### src/rtl/fetch_pkg.sv
// Shared types and constants for the instruction fetch front-end.
package fetch_pkg;

  localparam int FETCH_DW   = 64;
  localparam int FETCH_STEP = 8;

  typedef struct packed {
    logic [FETCH_DW-1:0] addr;
    logic [FETCH_DW-1:0] data;
  } fetch_entry_t;

  typedef enum logic [1:0] {
    BOOT,
    RUN,
    HALTED
  } fetch_state_e;

  function automatic logic [FETCH_DW-1:0] align_dw(input logic [FETCH_DW-1:0] a);
    return {a[FETCH_DW-1:3], 3'b000};
  endfunction

endpackage

### src/rtl/fetch_fifo.sv
// Registered in-order FIFO of fetched {address, data} doublewords.
// The head reads as all-zero while the FIFO is empty.
module fetch_fifo
  import fetch_pkg::*;
#(
  parameter int DEPTH = 4,
  localparam int AW = $clog2(DEPTH),
  localparam int CW = $clog2(DEPTH + 1)
) (
  input  logic          clk_i,
  input  logic          rst_ni,
  input  logic          push,
  input  logic          pop,
  input  logic          flush,
  input  fetch_entry_t  wdata,
  output fetch_entry_t  rdata,
  output logic          full,
  output logic          empty,
  output logic [CW-1:0] usage
);

  fetch_entry_t  mem [DEPTH];
  logic [AW-1:0] wr_ptr;
  logic [AW-1:0] rd_ptr;
  logic [CW-1:0] count;
  logic          do_push;
  logic          do_pop;

  assign empty   = (count == '0);
  assign full    = (count == CW'(DEPTH));
  assign do_pop  = pop & ~empty;
  assign do_push = push & (~full | do_pop);
  assign usage   = count;

  always_ff @(posedge clk_i) begin
    if (!rst_ni) begin
      wr_ptr <= '0;
      rd_ptr <= '0;
      count  <= '0;
    end else if (flush) begin
      wr_ptr <= '0;
      rd_ptr <= '0;
      count  <= '0;
    end else begin
      if (do_push) wr_ptr <= wr_ptr + 1'b1;
      if (do_pop)  rd_ptr <= rd_ptr + 1'b1;
      count <= count + CW'(do_push) - CW'(do_pop);
    end
  end

  // NOTE: storage is deliberately not reset; validity comes only from count,
  // so clearing the array would buy nothing but reset fan-out.
  always_ff @(posedge clk_i) begin
    if (do_push && !flush) mem[wr_ptr] <= wdata;
  end

  assign rdata = empty ? '0 : mem[rd_ptr];

endmodule

### src/rtl/instr_fetch_unit.sv
// Sequential doubleword fetch front-end with credit-based request issue,
// flush/redirect and halt. Define FETCH_PERF_EN to build the stall counter.
module instr_fetch_unit
  import fetch_pkg::*;
#(
  parameter int          DEPTH     = 4,
  parameter logic [63:0] BOOT_ADDR = 64'h0
) (
  input  logic        clk_i,
  input  logic        rst_ni,
  input  logic        flush_i,
  input  logic [63:0] flush_pc_i,
  input  logic        halt_i,
  output logic [63:0] instr_if_address_o,
  output logic        instr_if_data_req_o,
  input  logic        instr_if_data_gnt_i,
  input  logic        instr_if_data_rvalid_i,
  input  logic [63:0] instr_if_data_rdata_i,
  output logic        fetch_valid_o,
  output logic [63:0] fetch_addr_o,
  output logic [63:0] fetch_rdata_o,
  input  logic        fetch_ready_i,
  output logic [31:0] fetch_stall_cnt_o
);

  localparam int CW = $clog2(DEPTH + 1);

  fetch_state_e  state, state_next;
  logic [63:0]   pc, rsp_pc;
  logic [CW-1:0] occ, outst, disc, outst_next, credit;
  logic          req, fire, rsp_ok, rsp_drop, push, pop, full, empty;
  fetch_entry_t  head;

  // Space still free once every live in-flight response has landed.
  assign credit     = CW'(DEPTH) - occ - (outst - disc);
  assign fire       = req & instr_if_data_gnt_i;
  assign rsp_ok     = instr_if_data_rvalid_i & (outst != '0);
  assign rsp_drop   = rsp_ok & (disc != '0);
  assign push       = rsp_ok & ~rsp_drop & ~flush_i;
  assign pop        = ~empty & fetch_ready_i;
  assign outst_next = outst + CW'(fire) - CW'(rsp_ok);

  always_ff @(posedge clk_i) begin
    if (!rst_ni) state <= BOOT;
    else         state <= state_next;
  end

  // NOTE: every always_comb output gets its default first, so no path can
  // leave one unassigned and infer a latch.
  always_comb begin
    state_next = state;
    req        = 1'b0;
    // BOOT, RUN and HALTED all resolve the same way, flush included.
    state_next = halt_i ? HALTED : RUN;
    req        = (state == RUN) & ~halt_i & ~flush_i & (credit != '0);
  end

  always_ff @(posedge clk_i) begin
    if (!rst_ni) begin
      pc     <= align_dw(BOOT_ADDR);
      rsp_pc <= align_dw(BOOT_ADDR);
      outst  <= '0;
      disc   <= '0;
    end else begin
      outst <= outst_next;
      if (flush_i) begin
        pc     <= align_dw(flush_pc_i);
        rsp_pc <= align_dw(flush_pc_i);
        disc   <= outst_next;
      end else begin
        if (state == BOOT) begin
          pc     <= align_dw(BOOT_ADDR);
          rsp_pc <= align_dw(BOOT_ADDR);
        end else begin
          if (fire) pc     <= pc + 64'(FETCH_STEP);
          if (push) rsp_pc <= rsp_pc + 64'(FETCH_STEP);
        end
        if (rsp_drop) disc <= disc - 1'b1;
      end
    end
  end

  fetch_fifo #(.DEPTH(DEPTH)) u_fifo (
    .clk_i  (clk_i),
    .rst_ni (rst_ni),
    .push   (push),
    .pop    (pop),
    .flush  (flush_i),
    .wdata  ('{addr: rsp_pc, data: instr_if_data_rdata_i}),
    .rdata  (head),
    .full   (full),
    .empty  (empty),
    .usage  (occ)
  );

  assign instr_if_address_o  = pc;
  assign instr_if_data_req_o = req;
  assign fetch_valid_o       = ~empty;
  assign fetch_addr_o        = head.addr;
  assign fetch_rdata_o       = head.data;

`ifdef FETCH_PERF_EN
  logic [31:0] stall_cnt;

  always_ff @(posedge clk_i) begin
    if (!rst_ni) begin
      stall_cnt <= '0;
    end else if ((state == RUN) && !halt_i && empty && (stall_cnt != '1)) begin
      stall_cnt <= stall_cnt + 32'd1;
    end
  end

  assign fetch_stall_cnt_o = stall_cnt;
`else
  assign fetch_stall_cnt_o = '0;
`endif

  rvalid_without_request: assert property (@(posedge clk_i) disable iff (!rst_ni)
    !(instr_if_data_rvalid_i && (outst == '0)));

  // The credit scheme guarantees a full FIFO is never pushed without a pop.
  no_overflow: assert property (@(posedge clk_i) disable iff (!rst_ni)
    !(push && full && !pop));

endmodule

### config.mk
export PLATFORM = sky130hd
export DESIGN_NAME = instr_fetch_unit
export DESIGN_NICKNAME = d
export VERILOG_FILES = /design/src/rtl/fetch_pkg.sv /design/src/rtl/fetch_fifo.sv /design/src/rtl/instr_fetch_unit.sv
export SDC_FILE = /design/constraint.sdc
export NUM_CORES = 1
export LEC_CHECK = 0
export ABC_AREA = 1
export BUFFER_PORTS_ARGS = -buffer_cell sky130_fd_sc_hd__buf_4
export CORE_ASPECT_RATIO = 1.25
export CORE_MARGIN = 4
export CORE_UTILIZATION = 45
export CTS_BUF_LIST = sky130_fd_sc_hd__clkbuf_8
export DETAILED_ROUTE_END_ITERATION = 6
export RECOVER_POWER = 100
export SLEW_MARGIN = 0
export SYNTH_ARGS = -nofsm -noshare
export SYNTH_HDL_FRONTEND = slang
export SYNTH_SLANG_ARGS = --single-unit
export TNS_END_PERCENT = 20
### constraint.sdc
create_clock -name clk_i -period 8.2 [get_ports clk_i]
set_input_delay 0.41 -clock clk_i [delete_from_list [all_inputs] [get_ports clk_i]]
set_output_delay 0.41 -clock clk_i [all_outputs]
set_load 0.02 [all_outputs]
==> impl_metrics.toml <==
[cells_and_area]
fill_cells = 6272
nets = 3854
drive_above_1_share_pct = 7.34
syn2layout_area_growth_pct = 14.8

[floorplanning]
die-area_um2 = 71000
die_w_um = 239
dieHeight_um = 297
ioPinCount = 361
rows = 105
initial_utilization_pct = 45.6
core_um2 = 66000

[synthesis]
synth_async_sr_flop_share_pct = 0
synth-seq-cells = 639
yosys.area.top_type = "edfxtp_1"
ys.flop_type = "edfxtp_1"
muxShareOfSynthArea_pct = 0
syn_avg_cell_area_um2 = 8.95
yosysSeqAreaShare_pct = 59.2
synthSimpleGateAreaFrac_pct = 22.5
ys_warn_count = 0
syn_inst = 3360
syn_area_um2 = 30100
synthXorXnorAreaFrac_pct = 0.175
synthTopCellsByArea = "edfxtp_1 (50%), nor2_1 (10%), dfxtp_1 (9.3%)"
synth-edff-count = 500
synth_fa_ha_area_share_pct = 0.807
ys_types = 49
synth-compound-area-share_pct = 11.6
yosysTopAreaCellShare_pct = 49.9
synth_top_family_by_area = "simple AND/OR/NAND/NOR gates"

[timing]
clock_skew_ns = 0.0347
slew_headroom_pct = -164
hold_viol_final = 0
setup_violations = 0
rsz0062_at_grt = "false"
fin_crit_ns = 6.02
fin_worst_hold_slack_ns = 0.0643
fin_tns_setup_ns = 0
timing.final.crit_share_pct = 73.5
fmax_mhz = 166
tightest_slew_ns = 3.96
final_max_slew_viol_count = 758

[worst_setup_path]
slowest_delay_ns = 2.24
crit_required_ns = 7.79
cp_top_family = "flip-flops"
worstSetupPathType = "reg -> out"
worstPathMaxFanout = 63
crit_chain = "inv_6, buf_4, nor2_1, o21ai_0, a21oi_1, clkbuf_1"
critPathLaunchType = "flop"
slowest_stage = "dfxtp_1"
cp.arrival_ns = 5.61
path_buf_inv = 3
critical_path.endpoint_type = "primary output"

[global_route]
grt_pass1_vias = 24300
grt_first_pass_wirelength_mm = 144
grt_max_degree = 164
grtUsageMet3_pct = 3.88
met1_usage_pct = 32.5
antenna_found_initial = 3
grt_busiest_layer = "met2"
gr-usage-met2_pct = 45.3
grt_util_all_layers_pct = 26.2
overflow = 0

[power]
cellPowerDensity_nw_per_um2 = 214
vdd_drop_max_v = 0.000130
p_leak_nw = 12.4

[routing]
routedWlPerCell_um = 20.8
vias = 25000
drtIter0Drc = 1787
routed_wl_mm = 96.4
vias_per_cell = 5.40
drtPass1Iterations = 5
drc = 0
antenna_left = 0

[clocking]
htree_levels = 3
cts_root_buf = "clkbuf_8"
clock-sinks = 639
cts_setup_buffers = 0
clk_latency_ns = 0.70
clk_pin_slew_ns = 0.06
cts_made_buffers = 98
cts_max_path_buffers = 3
cts_tree = "built"

[placement]
dp.final_hpwl_mm = 62.7
portBuffers = 319
gp_congestion = 0.985

[run]
maxCapViolCount = 8

[min_path]
min_path_type = "in -> reg"

[outcome]
outcome = "finished, violations left"
violations = "capacitance limit, slew limit"
synthesized netlist by cell type (all sizes together) (3+ instances only):
cell	n
nor2	855
nand2	502
edfxtp	500
o21ai	387
a21oi	213
inv	200
nand3	176
dfxtp	139
buf	103
clkbuf	97
nand4	47
nor3	32
a31oi	21
o21bai	20
ha	13
o211ai	8
nand3b	7
or2	5
fa	4
o22ai	4
xnor2	4
a21o	3
o221ai	3
sequential cells by signal, indices dropped and copies added, names as in the netlist, named ones only:
register	flops
u_fifo.mem	500
instr_if_address_o	61
rsp_pc	61
disc	3
outst	3
u_fifo.usage	3
state	2
u_fifo.rd_ptr	2
u_fifo.wr_ptr	2
cell type report:
cell class | instances | area [µm²] | share of cell area (%)
flip-flops and latches | 639 | 17800 | 51.6
clock inverters | 65 | 409 | 1.19
repair buffers | 405 | 2270 | 6.57
diodes | 2 | 5.00 | 0.0145
inverters | 200 | 767 | 2.22
well taps | 856 | 1070 | 3.10
clock buffers | 108 | 1490 | 4.31
multi-input cells | 2358 | 10700 | 31.0
per-stage QoR:
step	cells	area [µm²]	power (mW)	setup WS [ns]	utilization (%)
final	4633	34500	7.40	2.18	52.3
after global routing	4633	34500	7.74	1.89	52.3
after CTS	4631	35500	7.55	3.96	53.9
after detailed placement	4388	32900	4.95	4.34	49.9
after global placement	4388	32900	4.92	4.40	49.9
after floorplan	3397	30200	4.51	1.29	-
cell usage in the layout (no fill, tap or decap), drive strengths merged, types with 2 or more instances in the layout:
master         n
nor4           2
clkinvlp       3
dlygate4sd3   70
a31oi         21
nand3        176
xor2           2
inv          237
bufinv         4
fa             4
o21bai        20
buf           81
a21o           3
o22ai          4
nor2         855
diode          2
dfxtp        139
nand3b         7
ha            13
clkinv        21
and3           2
o211ai         8
xnor2          4
o21ai        387
clkbuf       362
nor3b          2
a21boi         2
edfxtp       500
o31ai          2
o221ai         3
nand2        502
nand4         47
nor3          32
conb          38
a21oi        213
or2            5
routing by layer:
metal  wire length, µm  vias to the layer above
met4              4350                        0
met5                 0                        -
met1             38500                    11900
met3              5160                      188
met2             48400                      877
li1                  -                    12000
cell families after synthesis:
family,count (synthesis)
XOR/XNOR,6
flip-flops,639
AND/OR/NAND/NOR,1630
adder cells (fa/ha/maj),17
other,1
AO/OA/AOI/OAI,667
buffers and inverters,400
power by group:
| part | leakage [nW] | internal (mW) | switching [mW] |
|---|---|---|---|
| combinational | 5.58 | 0.281 | 0.689 |
| clock | 1.10 | 1.34 | 1.23 |
| sequential | 5.70 | 3.69 | 0.166 |
| total | 12.4 | 5.31 | 2.09 |
worst reg2reg max path: cells and delay by family (launching register included):
kind	cells	cell delay [ns]
buffers and inverters	4	3.86
AO/OA/AOI/OAI	2	0.59
AND/OR/NAND/NOR	3	0.92
flip-flops	1	0.31
path summary, 6_finish.rpt:
path	start	to	slack [ns]	depth (start not counted)
max	flop	fetch_addr_o[38]	2.18	6
min	flush_pc_i[50]	rsp_pc[50]	0.06	3
max reg2reg	state[1]	rsp_pc[31]	2.47	9
min reg2reg	u_fifo.rd_ptr[0]	u_fifo.rd_ptr[0]	0.48	1
repair_timing:
item                       4_1_cts  5_1_grt
hold buffers                    70        0
hold endpoints to repair       264        0
gates resized for setup          0        0
setup endpoints to repair        0        0
Power figures use the tool's default switching activity.
